--- config.mk ---
export PLATFORM = sky130hd
export DESIGN_NAME = fmc_req_queue
export DESIGN_NICKNAME = d
export VERILOG_FILES = /design/src/rtl/fmc_pkg.sv /design/src/rtl/fmc_sync_fifo.sv /design/src/rtl/fmc_req_queue.sv
export SDC_FILE = /design/constraint.sdc
export NUM_CORES = 1
export LEC_CHECK = 0
export BUFFER_PORTS_ARGS = -buffer_cell sky130_fd_sc_hd__buf_2
export CAP_MARGIN = 30
export CORE_MARGIN = 5
export CORE_UTILIZATION = 45
export CTS_CLUSTER_SIZE = 30
export DETAILED_ROUTE_END_ITERATION = 8
export GPL_ROUTABILITY_DRIVEN = 0
export GPL_TIMING_DRIVEN = 1
export PLACE_DENSITY = 0.63
export RECOVER_POWER = 25
export REMOVE_ABC_BUFFERS = 1
export SKIP_LAST_GASP = 1
export SLEW_MARGIN = 20
export SYNTH_ARGS = -nofsm -noshare
export SYNTH_HDL_FRONTEND = slang
export SYNTH_SLANG_ARGS = --single-unit
export TNS_END_PERCENT = 20
--- constraint.sdc ---
create_clock -name clk_i -period 4.3 [get_ports clk_i]
set_input_delay 0.43 -clock clk_i [delete_from_list [all_inputs] [get_ports clk_i]]
set_output_delay 0.43 -clock clk_i [all_outputs]
set_load 0.05 [all_outputs]
--- src/rtl/fmc_pkg.sv ---
// Shared types for the FMC PSRAM slave request path: request entry and queue FSM states.
package fmc_pkg;

  localparam int unsigned FmcAddrWidth = 16;
  localparam int unsigned FmcDataWidth = 16;

  typedef struct packed {
    logic                    write;
    logic [FmcAddrWidth-1:0] addr;
    logic [FmcDataWidth-1:0] wdata;
  } req_t;

  typedef enum logic [1:0] {
    ST_IDLE     = 2'd0,
    ST_ISSUE    = 2'd1,
    ST_WAIT_RSP = 2'd2
  } queue_state_t;

  function automatic logic [15:0] sat_inc16(input logic [15:0] v);
    return (v == 16'hFFFF) ? v : v + 16'd1;
  endfunction

endpackage

--- src/rtl/fmc_sync_fifo.sv ---
// Single-clock FIFO of req_t; head visible combinationally (0-cycle read), 1-cycle write.
// Push is refused while full even if a pop happens the same cycle.
module fmc_sync_fifo
  import fmc_pkg::*;
#(
  parameter int unsigned Depth = 8,
  localparam int unsigned PtrW = $clog2(Depth),
  localparam int unsigned CntW = PtrW + 1
) (
  input  logic            clk_i,
  input  logic            rst_ni,
  input  logic            push,
  input  req_t            push_dat,
  input  logic            pop,
  output req_t            pop_dat,
  output logic            full,
  output logic            empty,
  output logic [CntW-1:0] count
);

  req_t            mem [Depth];
  logic [PtrW-1:0] wr_ptr_q;
  logic [PtrW-1:0] rd_ptr_q;
  logic [CntW-1:0] count_q;
  logic            do_push;
  logic            do_pop;

  assign full    = (count_q == CntW'(Depth));
  assign empty   = (count_q == '0);
  assign count   = count_q;
  assign pop_dat = mem[rd_ptr_q];
  assign do_push = push && !full;
  assign do_pop  = pop && !empty;

  always_ff @(posedge clk_i) begin
    if (do_push) begin
      mem[wr_ptr_q] <= push_dat;
    end
  end

  // Depth is a power of two, so pointers wrap by natural overflow.
  always_ff @(posedge clk_i) begin
    if (!rst_ni) begin
      wr_ptr_q <= '0;
      rd_ptr_q <= '0;
      count_q  <= '0;
    end else begin
      if (do_push) wr_ptr_q <= wr_ptr_q + PtrW'(1);
      if (do_pop)  rd_ptr_q <= rd_ptr_q + PtrW'(1);
      case ({do_push, do_pop})
        2'b10:   count_q <= count_q + CntW'(1);
        2'b01:   count_q <= count_q - CntW'(1);
        default: count_q <= count_q;
      endcase
    end
  end

endmodule

--- src/rtl/fmc_req_queue.sv ---
// In-order FMC request queue to a valid/ready register bus, one transaction outstanding; push->bus_valid_o 2 cycles,
// rvalid->rsp_valid_o 1 cycle; req_ready_o low while the FIFO is full. Define FMC_REQ_QUEUE_STATS_EN for drop/high-water stats.
module fmc_req_queue
  import fmc_pkg::*;
#(
  parameter int unsigned AddrWidth = FmcAddrWidth,
  parameter int unsigned DataWidth = FmcDataWidth,
  parameter int unsigned Depth     = 8
) (
  input  logic                 clk_i,
  input  logic                 rst_ni,
  input  logic                 req_valid_i,
  output logic                 req_ready_o,
  input  logic                 req_write_i,
  input  logic [AddrWidth-1:0] req_addr_i,
  input  logic [DataWidth-1:0] req_wdata_i,
  output logic                 bus_valid_o,
  input  logic                 bus_ready_i,
  output logic                 bus_write_o,
  output logic [AddrWidth-1:0] bus_addr_o,
  output logic [DataWidth-1:0] bus_wdata_o,
  input  logic                 bus_rvalid_i,
  input  logic [DataWidth-1:0] bus_rdata_i,
  output logic                 rsp_valid_o,
  output logic [DataWidth-1:0] rsp_rdata_o
`ifdef FMC_REQ_QUEUE_STATS_EN
  ,
  input  logic                   clr_stats_i,
  output logic [15:0]            drop_cnt_o,
  output logic [$clog2(Depth):0] hwm_o
`endif
);

  localparam int unsigned CntW = $clog2(Depth) + 1;

  queue_state_t    state_q;
  req_t            push_dat;
  req_t            head;
  logic            fifo_full;
  logic            fifo_empty;
  logic [CntW-1:0] fifo_count;
  logic            fifo_pop;

  assign push_dat    = '{write: req_write_i, addr: req_addr_i, wdata: req_wdata_i};
  assign req_ready_o = !fifo_full;
  assign fifo_pop    = (state_q == ST_IDLE) && !fifo_empty;

  fmc_sync_fifo #(
    .Depth (Depth)
  ) u_fifo (
    .clk_i    (clk_i),
    .rst_ni   (rst_ni),
    .push     (req_valid_i),
    .push_dat (push_dat),
    .pop      (fifo_pop),
    .pop_dat  (head),
    .full     (fifo_full),
    .empty    (fifo_empty),
    .count    (fifo_count)
  );

  always_ff @(posedge clk_i) begin
    if (!rst_ni) begin
      state_q     <= ST_IDLE;
      bus_valid_o <= 1'b0;
      bus_write_o <= 1'b0;
      bus_addr_o  <= '0;
      bus_wdata_o <= '0;
      rsp_valid_o <= 1'b0;
      rsp_rdata_o <= '0;
    end else begin
      rsp_valid_o <= 1'b0;
      case (state_q)
        ST_IDLE: begin
          if (!fifo_empty) begin
            bus_valid_o <= 1'b1;
            bus_write_o <= head.write;
            bus_addr_o  <= head.addr;
            bus_wdata_o <= head.wdata;
            state_q     <= ST_ISSUE;
          end
        end
        ST_ISSUE: begin
          if (bus_ready_i) begin
            bus_valid_o <= 1'b0;
            state_q     <= bus_write_o ? ST_IDLE : ST_WAIT_RSP;
          end
        end
        ST_WAIT_RSP: begin
          if (bus_rvalid_i) begin
            rsp_rdata_o <= bus_rdata_i;
            rsp_valid_o <= 1'b1;
            state_q     <= ST_IDLE;
          end
        end
        default: state_q <= ST_IDLE;
      endcase
    end
  end

`ifdef FMC_REQ_QUEUE_STATS_EN
  logic drop;
  assign drop = req_valid_i && !req_ready_o;

  // Clear takes priority over a same-cycle drop or new high-water mark.
  always_ff @(posedge clk_i) begin
    if (!rst_ni || clr_stats_i) begin
      drop_cnt_o <= '0;
      hwm_o      <= '0;
    end else begin
      if (drop) drop_cnt_o <= sat_inc16(drop_cnt_o);
      if (fifo_count > hwm_o) hwm_o <= fifo_count;
    end
  end
`else
  logic unused_count;
  assign unused_count = ^fifo_count;
`endif

endmodule

==> flow_summary.yaml <==
floorplanning:
  die_area_um2: 30500
  rows: 60
  io_pins: 106
  initial_utilization_pct: 45.5
  fp.dieH_um: 175
  die_w_um: 175
  core_area_um2: 26800
global_routing:
  grt_max_degree: 65
  grt_overflow: 0
  antenna_found_initial: 2
  track_usage_pct: 15.9
  grt_pass1_vias: 6625
  grt_pass1_wl_um: 37700
setup_path:
  crit_chain: "nor4_2 > nor3_4 > buf_4 > ha_1 > xor2_1 > ha_1 > a21oi_1 > xor2_1 > or3_1 > a21boi_0"
  r2r-start: "u_fifo.count[0]$_SDFFE_PN0P_"
  r2r_end: "u_fifo.count[2]$_SDFFE_PN0P_"
  crit_required_ps: 4710
  crit_start: "u_fifo.count[0]$_SDFFE_PN0P_"
  worstSetupPathType: "reg -> reg"
  cp-end-kind: "flop"
  reg2regPathDepth: 10
  startpoint_type: "flop"
  critPathMaxStageDelay_ps: 450
  critPathArrivalTime_ps: 3090
  slowest_stage: "nor4_2"
  cp_max_fo: 37
  rrSetupSlack_ps: 1620
power_and_ir_drop:
  p_comb_share_pct: 23.2
  internal-power_w: 0.00606
  switching_power_w: 0.00260
  switching_share_pct: 30.0
  power_density_nw_per_um2: 606
  p_clk_share_pct: 32.3
  vdd_drop_max_mv: 0.337
  p_leak_nw: 4.74
  seqPwrFrac_pct: 44.5
placed_design:
  dp_slack_ps: 1630
  hpwl_um: 14600
  port_buffers: 105
  dpl-instance-area_um2: 13200
  placed_cells: 1079
final_layout:
  final-instance-count-excl-fill: 1141
  syn2layout_area_growth_pct: 17.2
  multiInputGateArea_um2: 2820
  fill_cells: 2095
  antennaDiodeCount: 0
  layout.nets: 834
  layout-drive-gt1-share_pct: 28.2
  final_area_um2: 14300
  seqCellArea_um2: 9200
yosys:
  synthTopCellsByCount: "edfxtp_1 (264), mux4_2 (66), dfxtp_1 (63)"
  syn_area_um2: 12200
  yosysSeqAreaShare_pct: 75.3
  ys_async_sr_fraction_pct: 0
  yosys_warnings: 0
  synth-edff-count: 264
  syn_avg_cell_area_um2: 18.6
  netlist.area_leader.share_pct: 65.0
  synth_most_common_cell: "edfxtp_1"
  synth_area_leaders: "edfxtp_1 (65%), mux4_2 (12%), dfxtp_1 (10%)"
  syn-instance-count: 656
  post-synth-top-area-cell: "edfxtp_1"
  ys_ff_latch: 327
  ys_types: 38
  synth_ff_type: "edfxtp_1"
hold_path:
  hold_end: "rsp_rdata_o[4]$_SDFFE_PN0P_"
  hp-start: "bus_rdata_i[4]"
  worstHoldPathType: "in -> reg"
  hold-path-cell-count: 3
sta:
  hold_viol_final: 0
  rsz0062_at_grt: "no"
  drv_slew: 0
  finalSetupViolCount: 0
  min_period_ps: 2680
  fmax_mhz: 374
  fin_ws_ps: 1620
  period_share_pct: 62.3
  worst_pin_slew_ps: 617
  finalSetupTns_ps: 0
  slew_headroom_pct: 58.8
  skew_ps: 9.28
drt:
  ant_nets: 0
  vias_per_cell: 5.45
  dr.pass1.iters: 4
  drt-wirelength-per-cell_um: 21.3
  drc_errors: 0
  vias: 6214
  routed_wirelength_um: 24300
  drt_iter0_drc: 422
outcome:
  status: "finished, final reports clean"
clocking:
  postCtsHoldBufs: 0
  cts_sinks: 327
  ctsResizeCount: 0
  cts_root_buf: "clkbuf_16"
  clk_latency_ps: 500
  numCtsBuffers: 34
  cts_tree: "built"
  clock_tree.buffer_depth: 3
  cts_setup_buffers: 0
  clk_pin_slew_worst_paths_ps: 60
  h-tree-depth: 2
flow_run:
  maxCapViolations: 0
-- sequential cells by signal (all words and copies together), names as in the netlist --
signal           cells
rsp_valid_o          1
bus_addr_o          16
u_fifo.count         4
bus_valid_o          1
u_fifo.rd_ptr_q      3
u_fifo.wr_ptr_q      3
bus_write_o          1
u_fifo.mem         264
bus_wdata_o         16
state_q              2
rsp_rdata_o         16
-- critical path: cells and delay by family, from the launching register on --
family,cells,cell delay [ps]
xor+xnor,2,280
simple gates,3,790
buf+inv,1,280
compound gates,2,330
flops,1,380
fa+ha+maj,2,520
-- metrics by stage --
step                utilization, %  power, W  hold slack [ps]
finish                        53.3   0.00866              186
global route                  53.3   0.00905              186
CTS                           53.3   0.00876              174
detailed placement            49.3   0.00596              462
global placement              48.6   0.00588              450
floorplan                        -   0.00533              461
-- worst max-delay path by stage --
stage	to	slack (ps)	depth (start not counted)
2_1_floorplan	u_fifo.mem[0][0]$_DFFE_PP_	90	4
3_3_place_gp	u_fifo.mem[2][6]$_DFFE_PP_	1710	4
3_5_place_dp	u_fifo.count[2]$_SDFFE_PN0P_	1630	10
4_1_cts	u_fifo.count[2]$_SDFFE_PN0P_	1620	10
5_1_grt	u_fifo.count[2]$_SDFFE_PN0P_	1460	10
6_report	u_fifo.count[2]$_SDFFE_PN0P_	1620	10
-- layout by cell type (no fill, tap or decap), types with 4 or more instances in the layout --
master	count
mux4_2	66
nor2_1	36
o22ai_1	34
dfxtp_1	61
clkbuf_1	36
a21oi_1	4
o21ai_0	37
a21boi_0	18
clkinv_2	5
buf_4	6
edfxtp_1	264
nand2b_1	4
nor2_4	6
and2_1	5
ha_1	5
buf_16	4
clkinv_1	5
clkbuf_16	35
buf_2	78
nand2_1	38
buf_12	6
-- routing by layer --
layer	global-route usage, %	routed length (um)
met5	0	30
met1	21.6	10600
met3	3.66	1420
met2	26.3	11800
met4	4.03	425
-- final cells by class --
type,count,area share (%)
clock inverters,14,0.841
clock buffers,47,6.66
well taps,341,2.99
repair buffers,121,5.37
flip-flops and latches,327,64.4
inverters,2,0.0525
multi-input cells,289,19.7
-- logic make-up after synthesis --
family	Yosys count	share of synthesized area (%)
xor+xnor	6	0.431
mux	68	12.4
fa+ha+maj	5	0.513
simple gates	113	4.51
buf+inv	40	2.04
flops	327	75.3
compound gates	97	4.80
-- power groups by stage --
stage / clock network (W) / logic [W] / registers, W
finish: 0.00279 / 0.00201 / 0.00385
global route: 0.00299 / 0.00218 / 0.00388
CTS: 0.00286 / 0.00205 / 0.00386
detailed placement: 0 / 0.00203 / 0.00392
global placement: 0 / 0.00191 / 0.00397
floorplan: 0 / 0.000995 / 0.00434
Note: power is estimated with default switching activity, not from simulation.
